<file path="src/rtl/fir_pkg.sv">
// Shared constants and sample type for the FIR filter chain (fir13_filter and its decimating buffer).
package fir_pkg;
    localparam int FIR_DW      = 8;
    localparam int DEC_DEFAULT = 4;
    localparam int FIFO_DEPTH  = 8;
    localparam int FIFO_AW     = $clog2(FIFO_DEPTH);

    typedef logic signed [FIR_DW-1:0] sample_t;
endpackage

</file>
<file path="src/rtl/fir_sync_fifo.sv">
// First-word-fall-through synchronous FIFO; the head word is visible whenever the FIFO is non-empty.
module fir_sync_fifo #(
    parameter int DW    = 8,
    parameter int AW    = 3,
    parameter int DEPTH = 1 << AW
) (
    input  logic          clk,
    input  logic          n_rst,
    input  logic          push,
    input  logic          pop,
    input  logic [DW-1:0] wdata,
    output logic [DW-1:0] rdata,
    output logic [AW:0]   level,
    output logic          full,
    output logic          empty
);
    logic [DW-1:0] r_mem [DEPTH];
    logic [AW-1:0] r_wrPtr;
    logic [AW-1:0] r_rdPtr;
    logic [AW:0]   r_level;
    logic          w_full;
    logic          w_empty;
    logic          w_rd;
    logic          w_wr;

    assign w_full  = (r_level == (AW+1)'(DEPTH));
    assign w_empty = (r_level == '0);
    assign w_rd    = pop && !w_empty;
    // A pop in the same cycle frees the slot a full FIFO needs for the write.
    assign w_wr    = push && (!w_full || w_rd);

    always_ff @(posedge clk) begin
        if (w_wr) begin
            r_mem[r_wrPtr] <= wdata;
        end
    end

    always_ff @(posedge clk or negedge n_rst) begin
        if (!n_rst) begin
            r_wrPtr <= '0;
            r_rdPtr <= '0;
            r_level <= '0;
        end else begin
            if (w_wr) begin
                r_wrPtr <= r_wrPtr + AW'(1);
            end
            if (w_rd) begin
                r_rdPtr <= r_rdPtr + AW'(1);
            end
            case ({w_wr, w_rd})
                2'b10:   r_level <= r_level + (AW+1)'(1);
                2'b01:   r_level <= r_level - (AW+1)'(1);
                default: r_level <= r_level;
            endcase
        end
    end

    assign rdata = w_empty ? '0 : r_mem[r_rdPtr];
    assign level = r_level;
    assign full  = w_full;
    assign empty = w_empty;
endmodule

</file>
<file path="src/rtl/fir_decim_buffer.sv">
// Keeps one FIR output sample in every DEC and buffers the kept samples in a FWFT FIFO
// drained over valid/ready, with a fill level and a sticky overflow flag.
module fir_decim_buffer
    import fir_pkg::*;
#(
    parameter int DW    = FIR_DW,
    parameter int DEC   = DEC_DEFAULT,
    parameter int DEPTH = FIFO_DEPTH,
    parameter int AW    = FIFO_AW
) (
    input  logic                 clk,
    input  logic                 n_rst,
    input  logic                 in_en,
    input  logic signed [DW-1:0] x_in,
    output logic signed [DW-1:0] m_data,
    output logic                 m_valid,
    input  logic                 m_ready,
    output logic [AW:0]          level,
    output logic                 ovf,
    input  logic                 clr_ovf
);
    localparam int PW = (DEC > 1) ? $clog2(DEC) : 1;

    logic [PW-1:0] r_phase;
    logic          r_ovf;
    logic          w_push;
    logic          w_phaseLast;
    logic          w_full;
    logic          w_empty;
    logic          w_drop;
    logic [DW-1:0] w_rdata;

    assign w_push      = in_en && (r_phase == '0);
    assign w_phaseLast = (r_phase == PW'(DEC - 1));
    // A full FIFO only loses the sample when nothing is being popped this cycle.
    assign w_drop      = w_push && w_full && !m_ready;

    always_ff @(posedge clk or negedge n_rst) begin
        if (!n_rst) begin
            r_phase <= '0;
        end else if (in_en) begin
            r_phase <= w_phaseLast ? '0 : r_phase + PW'(1);
        end
    end

    always_ff @(posedge clk or negedge n_rst) begin
        if (!n_rst) begin
            r_ovf <= 1'b0;
        end else if (w_drop) begin
            r_ovf <= 1'b1;
        end else if (clr_ovf) begin
            r_ovf <= 1'b0;
        end
    end

    fir_sync_fifo #(
        .DW    (DW),
        .AW    (AW),
        .DEPTH (DEPTH)
    ) u_fifo (
        .clk   (clk),
        .n_rst (n_rst),
        .push  (w_push),
        .pop   (m_ready),
        .wdata (x_in),
        .rdata (w_rdata),
        .level (level),
        .full  (w_full),
        .empty (w_empty)
    );

    assign m_data  = w_rdata;
    assign m_valid = !w_empty;
    assign ovf     = r_ovf;
endmodule
</file>
<file path="config.mk">
export PLATFORM = sky130hd
export DESIGN_NAME = fir_decim_buffer
export DESIGN_NICKNAME = d
export VERILOG_FILES = /design/src/rtl/fir_pkg.sv /design/src/rtl/fir_sync_fifo.sv /design/src/rtl/fir_decim_buffer.sv
export SDC_FILE = /design/constraint.sdc
export NUM_CORES = 1
export LEC_CHECK = 0
export CAP_MARGIN = 20
export CORE_MARGIN = 2
export CORE_UTILIZATION = 52
export CTS_CLUSTER_DIAMETER = 80
export CTS_CLUSTER_SIZE = 40
export DETAILED_ROUTE_END_ITERATION = 10
export PLACE_DENSITY = 0.73
export REMOVE_ABC_BUFFERS = 1
export SLEW_MARGIN = 25
export SYNTH_ARGS = -nofsm -noshare
export SYNTH_HDL_FRONTEND = slang
export SYNTH_SLANG_ARGS = --single-unit
</file>
<file path="constraint.sdc">
create_clock -name clk -period 6.55 [get_ports clk]
set_clock_uncertainty 0.15 [all_clocks]
set_input_delay 1.965 -clock clk [delete_from_list [all_inputs] [get_ports clk]]
set_output_delay 1.965 -clock clk [all_outputs]
set_load 0.02 [all_outputs]
</file>
# Word-level counts from Yosys, hierarchy flattened
# Memory sizes are Yosys's and may differ from the RTL's.
# Cells that the tools add are included.
# op_classes
eq_ne	4
add_sub_neg	5
reduce_logical	13
mux	7
# op_table
op	count
8-bit two-way mux	1
4-bit case mux with 2 select lines	1
3-bit by 1-bit adder with 3-bit output (second input constant)	2
1-bit logical AND	5
4-bit by 1-bit adder with 4-bit output (second input constant)	1
2-bit == test (second input constant)	2
4-bit == test (second input constant)	1
4-bit logical NOT	1
1-bit two-way mux	4
2-bit nonzero test	2
4-bit by 1-bit subtractor with 4-bit output (second input constant)	1
1-bit logical NOT	3
2-bit by 1-bit adder with 2-bit output (second input constant)	1
2-bit by 1-bit == test with 1-bit output (second input constant)	1
2-bit logical NOT	1
2-bit two-way mux	1
1-bit logical OR	1
# totals
out_inout_bits	14
regBits	13
mem_count	1
ramBits	64
# mem_list
memory	depth	word_bits	read_ports	rd_ports_with_merged_regs	write_ports	line	source
u_fifo.r_mem	8	8	1	0	1	fir_sync_fifo.sv:17	logic [DW-1:0] r_mem [DEPTH];

# Logic depth before layout (Yosys ltp)
# Gate-level depths: netlist (run 1).
# depth
word_depth	7
ltp_mapped	12

# Cells and area by module
# From an unflattened synthesis (run 1), not the netlist that was laid out.
# unflattened
hier_cells	198
area_unflattened_um2	3324.4
# modules_own_cells
mod	seq_area_each_um2	cells_each	instances	area_each_um2
fir_sync_fifo	2172.1	182	1	3165.5
fir_decim_buffer	75.1	16	1	158.9

# Worst setup path before layout (run 1)
# OpenSTA, ideal clock, no wires.
# synth_timing
path_kind	input-to-reg
start	input port m_ready
end	register u_fifo.r_level[2] (netlist: u_fifo.level[2])
required_ns	6.262
stages	10
t_arrival_ns	3.483
path_slack_ns	2.779
cell_sequence	inv_1 > a31oi_2 > inv_1 > ha_1 > xor2_1 > ha_1 > a21oi_1 > xor2_1 > nor2_1 > xor2_1
# synth_via
elab_chain_len	5
# synth_lines
element	line	source
start, declared	fir_decim_buffer.sv:17	input logic m_ready,
1-bit logical AND *	fir_sync_fifo.sv:28	assign w_rd = pop && !w_empty;
1-bit logical OR	fir_sync_fifo.sv:30	assign w_wr = push && (!w_full || w_rd);
1-bit logical AND	fir_sync_fifo.sv:30	
2-bit by 1-bit == test with 1-bit output / 2-bit == test (equally long branches)	fir_sync_fifo.sv:50	case ({w_wr, w_rd})
4-bit case mux with 2 select lines / 2-bit nonzero test (equally long branches)	-	
end signal, assigned	fir_sync_fifo.sv:51	2'b10: r_level <= r_level + (AW+1)'(1);
end signal, assigned	fir_sync_fifo.sv:52	2'b01: r_level <= r_level - (AW+1)'(1);
end signal, assigned	fir_sync_fifo.sv:53	default: r_level <= r_level;
end, declared	fir_sync_fifo.sv:20	logic [AW:0] r_level;
# Mark *: on every way between the ends. The rest lies on a longest branch, timed or not.
# A chain may end at the register's enable or synchronous reset.

# Final worst setup path (run 1)
# layout_timing
start	register u_fifo.r_rdPtr[0]
end	output port m_data[5]
# layout_via
elab_chain_len	2
# layout_lines
element	line	source
start, declared	fir_sync_fifo.sv:19	logic [AW-1:0] r_rdPtr;
start signal, assigned	fir_sync_fifo.sv:48	r_rdPtr <= r_rdPtr + AW'(1);
memory 8 x 8 bit	-	
8-bit two-way mux	fir_sync_fifo.sv:58	assign rdata = w_empty ? '0 : r_mem[r_rdPtr];
end, declared	fir_decim_buffer.sv:15	output logic signed [DW-1:0] m_data,
# Every way passes these cells.

==> summary.md, run 1 <==
| Metric | Value |
|---|---|
| Post-synth EDFFs | `64` |
| Total number of vias | `1,587` |
| VDD IR-drop max | `259.0 uV` |
| DRT iter0 DRCs | `198` |
| Total negative slack | `0 ns` |
| Post-synth cell types | `30` |
| Syn_area_per_cell | `18.16 sq um` |
| Hold Vio Cnt, Final | `0` |
| Antenna cell count | `0` |
| Total gr overflow | `0` |
| CP cell instances | `mux4_2 > mux2i_1 > nor2_1 > clkdlybuf4s50_1` |
| Type of the worst setup path | `flop to output port` |
| Final count of pins violating max slew | `0` |
| Global-route wire length before repair | `8832 um` |
| Drt first pass iters | `4` |
| Rows | `28` |
| # setup viols final | `0` |
| Core area | `5921 sq um` |
| TritonCTS clock tree | `done` |
| GP Congestion | `0.7548` |
| Initial antenna violation count | `0` |
| Yosys top cell by area | `edfxtp_1` |
| Main synth FF type | `edfxtp_1` |
| Bufs on Longest Clock Path | `2` |
| Status | `completed` |
| Placed wire-length estimate | `3514 um` |
| HP Class | `flop to flop` |
| Clock transition at path regs | `0.07 ns` |
| Number of synthesis warnings | `0` |
| CTS Root Buffer Type | `clkbuf_8` |
| Fmax | `218.9 MHz` |
| Post-route setup slack | `1.982 ns` |
| Critical path required time | `4.43 ns` |
| Hold buffers post-CTS | `0` |
| Overall Global Routing Usage | `0.1937` |
| Startpoint types | `flop` |
| Synth top area share | `0.6014` |
| Drt wl/cell | `19.43 um` |
| Power density over the cells | `443.3 nW/um^2` |
| Post-layout min period | `4.568 ns` |
| Netlist Area Pre-Place | `3196 sq um` |
| I/O pin cnt | `27` |
| Synthesized instance count | `176` |
| Synth area leaders | `edfxtp_1 60%, mux4_2 11%, dfrtp_1 10%, ha_1 2.7%, mux2i_1 2.5%` |
| Largest net degree at the start of global routing | `19` |
| Period utilisation layout | `0.6974` |
| Pleak | `0.001271 uW` |
| Vias/cell | `5.530` |
| Area grow syn2layout | `16.56%` |
| Pre-CTS setup slack | `1.931 ns` |
| Die W | `82.39 um` |
| Final ANT Viol Nets | `0` |
| Post CTS Setup Buffer Count | `0` |
| Tot Pwr | `1651 uW` |
| Routed WL | `5576 um` |
| TritonCTS Sinks | `77` |
| Initial Util | `0.5397` |
| Die Span Y | `82.39 um` |
| Post-synthesis sequential area ratio | `0.7032` |
| Worst Path Arrival | `2.45 ns` |
| Worst-Margin Slew | `0.9662 ns` |
| RSZ-0062 raised after global routing | `no` |
| Worst Path Max Fanout | `18` |
| CTS resizes | `0` |
| Share of post-route cells with drive strength above 1 | `0.1745` |
| Die footprint | `6788 sq um` |
| Max transition margin | `0.3535` |
| CP Capture Type | `output port` |
| Worst-skew pair later-pin latency | `0.33 ns` |
| DRC viols | `0` |
| Post-synth top cells | `64 x edfxtp_1, 16 x mux4_2, 16 x nor2_1` |
| Layout Nets | `227` |
| Asr flop ratio synth | `0.1688` |
| Most common cell in the synthesized netlist | `edfxtp_1` |
| Seq cells post-synth | `77` |
| Num CTS Buffers | `9` |
| Max_cap viols | `0` |
| # H-tree levels | `3` |
| Slowest CP cell | `dfrtp_2` |
| Number of port buffers | `26` |
| Vias in the first global route | `1,649` |
| Fillcell total | `403` |
| Worst path max stage delay | `0.75 ns` |
## area by class of cell
type,instances,area (sq um),share of cell area
sequential,77,2248,0.6036
multi-input combinational,87,893.4,0.2398
timing repair buffer,26,260.3,0.06987
clock buffer,11,131.4,0.03527
tap,75,93.84,0.02519
clock inverter,5,75.07,0.02015
inverter,6,22.52,0.006046
## worst paths after layout
kind	from	to	slack, ns	cells past startpoint
min in group asynchronous	n_rst	r_phase[1]	1.87	1
max in group asynchronous	n_rst	u_fifo.r_rdPtr[0]	3.93	1
max	u_fifo.r_rdPtr[0]	m_data[5]	1.98	4
min	ovf	ovf	0.40	2
min reg2reg	ovf	ovf	0.40	2
max reg2reg	u_fifo.level[1]	u_fifo.level[2]	3.68	9
## cell usage in the layout, fill, tap and decap left out, types with 2 or more instances in the layout
cell	n
edfxtp_1	64
o21ai_0	2
nor3_2	2
nand2_1	7
clkbuf_8	9
xnor2_1	4
nand2b_1	4
dfrtp_1	12
clkbuf_1	2
mux2_2	2
clkinv_1	2
ha_1	7
nor3_1	2
inv_1	6
mux2i_1	8
nor2_1	16
bufinv_16	2
mux4_2	16
xor2_1	5
nand3_1	2
clkdlybuf4s50_1	26
## cells by family after synthesis
family / after synthesis / share of synthesized area
mux: 27 / 0.1496
xor+xnor: 9 / 0.02467
buf+inv: 12 / 0.02036
flops: 77 / 0.7032
fa+ha+maj: 7 / 0.02741
simple gates: 38 / 0.06148
compound gates: 6 / 0.01331
## metal layers
metal / track usage / wire (um) / vias up
met1: 0.2612 / 2535 / 805
met4: 0.06500 / 19 / 0
met5: 0 / 0 / -
li1: - / - / 741
met2: 0.3056 / 2829 / 38
met3: 0.05543 / 192 / 3
## state kept, by name, indices dropped and copies added, names as in the netlist
signal          flops
u_fifo.r_wrPtr      3
ovf                 1
r_phase             2
u_fifo.level        4
u_fifo.r_mem       64
u_fifo.r_rdPtr      3
## worst max-delay path, delay by kind of cell (launching register included)
| kind | cells | cell delay (ns) |
|---|---|---|
| buffers and inverters | 1 | 0.57 |
| flip-flops | 1 | 0.75 |
| multiplexers | 2 | 0.74 |
| AND/OR/NAND/NOR | 1 | 0.06 |
## power by group
| part | switching, uW | internal (uW) |
|---|---|---|
| Clock | 160 | 212 |
| Sequential | 132 | 602 |
| Combinational | 242 | 303 |
| Total | 533 | 1120 |
## metrics by stage
step / utilization / cells / hold slack [ns] / instance area (sq um)
after CTS: 0.6289 / 287 / 0.3963 / 3724
after detailed placement: 0.5940 / 271 / 0.3816 / 3517
after global routing: 0.6291 / 287 / 0.4277 / 3725
after floorplan: - / 170 / 0.3305 / 3153
after global placement: 0.5940 / 271 / 0.3445 / 3517
final: 0.6291 / 287 / 0.3975 / 3725
Note: power is estimated with default switching activity, not from simulation.
==> run 2: changes to the inputs <==
==> constraint.sdc (replaced) <==
create_clock -name clk -period 4.4 [get_ports clk]
set_clock_uncertainty 0.15 [all_clocks]
set_input_delay 1.32 -clock clk [delete_from_list [all_inputs] [get_ports clk]]
set_output_delay 1.32 -clock clk [all_outputs]
set_load 0.02 [all_outputs]
==> run 2 against run 1 <==
Cell count up 4.2%. Final area rose by 3.2%. First-iteration DRC count down 19%. Critical path depth did not move. Largest power group unchanged. Die area unchanged. Utilization increased by 2.0 points. Worst hold slack worse by 0.0078 ns. Non-clock buffer count increased by 12. Wire length rose by 1.9%. Sequential cell count unchanged. Combinational power grew 62%. Global-route usage shrank 0.41 points.
==> summary.md, run 2 (synthesis gave the netlist of run 1 again) <==
| Metric | Value |
|---|---|
| Worst Path Arrival | `2.44 ns` |
| Global-route wire length before repair | `8735 um` |
| Seq. cell area | `2247 sq um` |
| Max_cap viols | `0` |
| Largest net degree at the start of global routing | `19` |
| # H-tree levels | `3` |
| Die footprint | `6788 sq um` |
| GP Congestion | `0.7180` |
| CP Capture Type | `output port` |
| TritonCTS Sinks | `77` |
| Worst-Margin Slew | `0.8424 ns` |
| Placed wire-length estimate | `3732 um` |
| Final count of pins violating max slew | `0` |
| Share of post-route cells with drive strength above 1 | `0.2232` |
| Core area | `5921 sq um` |
| Post-layout min period | `3.912 ns` |
| I/O pin cnt | `27` |
| CTS Root Buffer Type | `clkbuf_8` |
| Total number of vias | `1,668` |
| Worst-skew pair later-pin latency | `0.35 ns` |
| Die Span Y | `82.39 um` |
| Overall Global Routing Usage | `0.1896` |
| Status | `completed` |
| Power density over the cells | `667.3 nW/um^2` |
| Max transition margin | `0.4342` |
| TritonCTS clock tree | `done` |
| DRC viols | `0` |
| # setup viols final | `0` |
| Drt first pass iters | `4` |
| Initial Util | `0.5397` |
| DRT iter0 DRCs | `160` |
| Rows | `28` |
| Hold Vio Cnt, Final | `0` |
| Type of the worst setup path | `flop to output port` |
| Largest register by flop count | `u_fifo.r_mem` |
| Antenna cell count | `0` |
| VDD IR-drop max | `321.7 uV` |
| Vias/cell | `5.579` |
| Startpoint types | `flop` |
| Total gr overflow | `0` |
| Largest register FFs | `64` |
| Period utilisation layout | `0.8891` |
| Worst path max stage delay | `0.87 ns` |
| CTS resizes | `0` |
| Initial antenna violation count | `0` |
| Fillcell total | `403` |
| Commonest non-fill, non-tap cell in the layout | `edfxtp_1` |
| Bufs on Longest Clock Path | `2` |
| Area of the multi-input gates | `883.3 sq um` |
| Total negative slack | `0 ns` |
| Routed WL | `5681 um` |
| Number of port buffers | `26` |
| Die W | `82.39 um` |
| Final ANT Viol Nets | `0` |
| Worst Path Max Fanout | `18` |
| Layout Nets | `239` |
| RSZ-0062 raised after global routing | `no` |
| Pleak | `0.001358 uW` |
| HP Class | `flop to flop` |
| Fmax | `255.6 MHz` |
| Num CTS Buffers | `9` |
| CP cell instances | `mux4_2 > mux2i_1 > nor2_1 > clkdlybuf4s50_1` |
| Most frequent cells in the layout | `64 x edfxtp_1, 26 x clkdlybuf4s50_1, 16 x mux4_2, 16 x nor2_1, 13 x dfrtp_1` |
| Area grow syn2layout | `20.24%` |
| Slowest CP cell | `dfrtp_1` |
| Fin util | `0.6490` |
| Vias in the first global route | `1,675` |
| Clock transition at path regs | `0.08 ns` |
| Hold buffers post-CTS | `0` |
| Post CTS Setup Buffer Count | `0` |
| Drt wl/cell | `19.00 um` |
| Critical path required time | `2.93 ns` |
## run 2: cell types whose count changed in the layout (fill, tap and decap cells not counted)
cell	previous run	this run
buf_4	0	12
clkbuf_1	2	0
clkinv_1	2	0
clkinv_4	0	2
nor3_1	2	4
nor3_2	2	0
bufinv_16	2	3
clkinv_2	0	1
clkinvlp_4	1	0
dfrtp_1	12	13
dfrtp_2	1	0
inv_6	0	1
## run 2: worst paths after layout
| check | from | to | slack [ns] | cells past startpoint |
|---|---|---|---|---|
| max | u_fifo.r_rdPtr[1] | m_data[5] | 0.49 | 4 |
| min | u_fifo.r_wrPtr[0] | u_fifo.r_wrPtr[0] | 0.39 | 1 |
| max reg2reg | u_fifo.level[1] | u_fifo.level[2] | 1.55 | 9 |
| min reg2reg | u_fifo.r_wrPtr[0] | u_fifo.r_wrPtr[0] | 0.39 | 1 |
| max in group asynchronous | n_rst | u_fifo.r_wrPtr[1] | 2.52 | 1 |
| min in group asynchronous | n_rst | u_fifo.r_rdPtr[0] | 1.19 | 1 |
## run 2: final cells by class
type                            count  area share
Clock buffer                        9     0.03224
Clock inverter                      7     0.03159
Inverter                            6    0.005861
Multi-Input combinational cell     87      0.2299
Sequential cell                    77      0.5848
Tap cell                           75     0.02442
Timing Repair Buffer               38     0.09118
## run 2: power breakdown
part / leakage [uW] / switching (uW) / internal (uW) / total [uW]
Sequential: 0.000733 / 151 / 895 / 1050
Combinational: 0.000502 / 407 / 475 / 882
Clock: 0.000124 / 258 / 379 / 637
## run 2: through the flow
stage	std cells	setup WS, ns	hold slack, ns	instance area [sq um]	total power [uW]
4_1_cts	299	0.4297	0.3832	3842	2591
3_3_place_gp	283	0.6712	0.3499	3597	1912
5_1_grt	299	0.3409	0.4108	3842	2705
2_1_floorplan	170	1.214	0.3305	3153	1599
6_report	299	0.4880	0.3897	3842	2564
3_5_place_dp	283	0.5571	0.3687	3597	1956
## run 2: per-layer routing
layer,global-route usage,vias up,share of wire
li1,-,765,-
met1,0.2441,845,0.43
met2,0.3000,47,0.50
met3,0.04674,11,0.058
met4,0.09833,0,0.020
met5,0,-,0
## run 2: critical path: cells and delay by family, from the launching register on
family	cells	cell delay (ns)
and+or+nand+nor	1	0.06
buffers and inverters	1	0.57
muxes	2	0.58
DFF	1	0.87
==> run 3: changes to the inputs <==
==> constraint.sdc (replaced) <==
create_clock -name clk -period 4.4 [get_ports clk]
set_clock_uncertainty 0.15 [all_clocks]
set_input_delay 1.32 -clock clk [delete_from_list [all_inputs] [get_ports clk]]
set_output_delay 1.32 -clock clk [all_outputs]
set_load 0.05 [all_outputs]
==> run 3 against run 2 <==
Worst hold slack worse by 0.0075 ns. Sequential power about the same. Utilization down 0.40 points. Non-clock buffer count up 1. Final area down 0.62%. Clock-buffer cell count up 1. Sequential share of layout area up 0.36 points. Largest cell class unchanged.
==> summary.md, run 3 (synthesis gave the netlist of run 1 again) <==
| Metric | Value |
|---|---|
| Total negative slack | `0 ns` |
| TritonCTS Sinks | `77` |
| Worst-skew pair later-pin latency | `0.35 ns` |
| Core area | `5921 sq um` |
| DP Area | `3605 sq um` |
| Hold buffers post-CTS | `0` |
| Overall Global Routing Usage | `0.1939` |
| Area of the multi-input gates | `883.3 sq um` |
| Worst Path Arrival | `2.60 ns` |
| GP Congestion | `0.7188` |
| Final ANT Viol Nets | `0` |
| Fmax | `245.7 MHz` |
| Num CTS Buffers | `9` |
| Drt wl/cell | `19.46 um` |
| Crit path buffers/inverters | `1` |
| Startpoint types | `flop` |
| Initial antenna violation count | `0` |
| Number of port buffers | `26` |
| Rows | `28` |
| Bufs on Longest Clock Path | `2` |
| Share of post-route cells with drive strength above 1 | `0.2222` |
| Max transition margin | `0.4476` |
| CTS Root Buffer Type | `clkbuf_8` |
| # setup viols final | `0` |
| Worst path top cell family by delay | `flip-flops` |
| Die footprint | `6788 sq um` |
| DRC viols | `0` |
| Period utilisation layout | `0.9250` |
| TritonCTS clock tree | `done` |
| Antenna cell count | `0` |
| Pre-CTS setup slack | `0.5358 ns` |
| Max_cap viols | `0` |
| Drt first pass iters | `4` |
| Seq. cell area | `2247 sq um` |
| Pleak | `0.001347 uW` |
| Tot Pwr | `2717 uW` |
| Vias/cell | `5.570` |
| Area grow syn2layout | `19.50%` |
| CP Capture Type | `output port` |
| Total number of vias | `1,671` |
| Worst-Margin Slew | `0.8286 ns` |
| HP Class | `flop to flop` |
| Commonest non-fill, non-tap cell in the layout | `edfxtp_1` |
| I/O pin cnt | `27` |
| Global-route wire length before repair | `8838 um` |
| Largest register by flop count | `u_fifo.r_mem` |
| Post-layout min period | `4.070 ns` |
| Type of the worst setup path | `flop to output port` |
| Slowest CP cell | `dfrtp_1` |
| Largest register FFs | `64` |
| Layout Nets | `240` |
| # H-tree levels | `3` |
| Post-route setup slack | `0.3301 ns` |
| Most frequent cells in the layout | `64 x edfxtp_1, 26 x clkdlybuf4s50_1, 16 x mux4_2, 16 x nor2_1` |
| Die W | `82.39 um` |
| VDD IR-drop max | `448.1 uV` |
| Placed wire-length estimate | `3887 um` |
| Hold slack | `0.3822 ns` |
| Power density over the cells | `711.4 nW/um^2` |
| Vias in the first global route | `1,723` |
| Worst path max stage delay | `0.89 ns` |
| Worst Path Max Fanout | `18` |
| Routed WL | `5837 um` |
| Critical path required time | `2.93 ns` |
| Total gr overflow | `0` |
| Clock transition at path regs | `0.07 ns` |
| Hold Vio Cnt, Final | `0` |
| Final count of pins violating max slew | `0` |
| RSZ-0062 raised after global routing | `no` |
| Fin area | `3819 sq um` |
| CTS resizes | `0` |
| Status | `completed` |
| Post CTS Setup Buffer Count | `0` |
| DRT iter0 DRCs | `146` |
| Fillcell total | `418` |
| CP cell instances | `mux4_2 > mux2i_1 > nor2_1 > clkdlybuf4s50_1` |
| Die Span Y | `82.39 um` |
| Largest net degree at the start of global routing | `19` |
| Initial Util | `0.5397` |
[run 3: cell types whose count changed in the layout (fill, tap and decap cells not counted)]
cell / previous run / this run
buf_4: 12 / 13
bufinv_16: 3 / 2
clkbuf_1: 0 / 1
clkinv_2: 1 / 2
clkinv_4: 2 / 0
clkinvlp_4: 0 / 1
[run 3: per-layer routing]
layer	vias up	routed length, um	global-route usage
li1	768	-	-
met3	14	227	0.04891
met5	-	0	0
met4	0	134	0.1033
met2	46	2914	0.3169
met1	843	2561	0.2384
[run 3: final cells by class]
type,count,area share
flip-flops and latches,77,0.5885
multi-input cells,87,0.2313
repair buffers,39,0.09371
clock buffers,10,0.03342
well taps,75,0.02457
clock inverters,6,0.02261
inverters,6,0.005898
[run 3: final timing paths]
kind	start	end	slack [ns]	cells past startpoint
setup / recovery	u_fifo.r_rdPtr[1]	m_data[7]	0.33	4
hold / removal	u_fifo.r_wrPtr[0]	u_fifo.r_wrPtr[0]	0.38	1
setup reg to reg	u_fifo.level[1]	u_fifo.level[2]	1.74	10
hold reg to reg	u_fifo.r_wrPtr[0]	u_fifo.r_wrPtr[0]	0.38	1
max in group asynchronous	n_rst	u_fifo.r_wrPtr[2]	2.52	1
min in group asynchronous	n_rst	u_fifo.r_rdPtr[2]	1.19	1
[run 3: worst register-to-register path, cell delays in order, from the launching register on]
cell,delay [ns]
dfrtp_1,0.53
nor3_1,0.15
a31oi_2,0.36
inv_1,0.12
ha_1,0.29
xor2_1,0.17
ha_1,0.20
a21oi_1,0.16
xor2_1,0.16
nor2_1,0.08
xor2_1,0.16
[run 3: report_power, final]
part | total [uW] | switching, uW | internal [uW]
logic | 1090 | 616 | 478
clock network | 573 | 254 | 319
registers | 1050 | 154 | 895
total | 2720 | 1020 | 1690
[run 3: per-stage QoR]
stage	cells	utilization
2_1_floorplan	170	-
3_3_place_gp	284	0.6088
3_5_place_dp	284	0.6088
4_1_cts	300	0.6450
5_1_grt	300	0.6450
6_report	300	0.6450
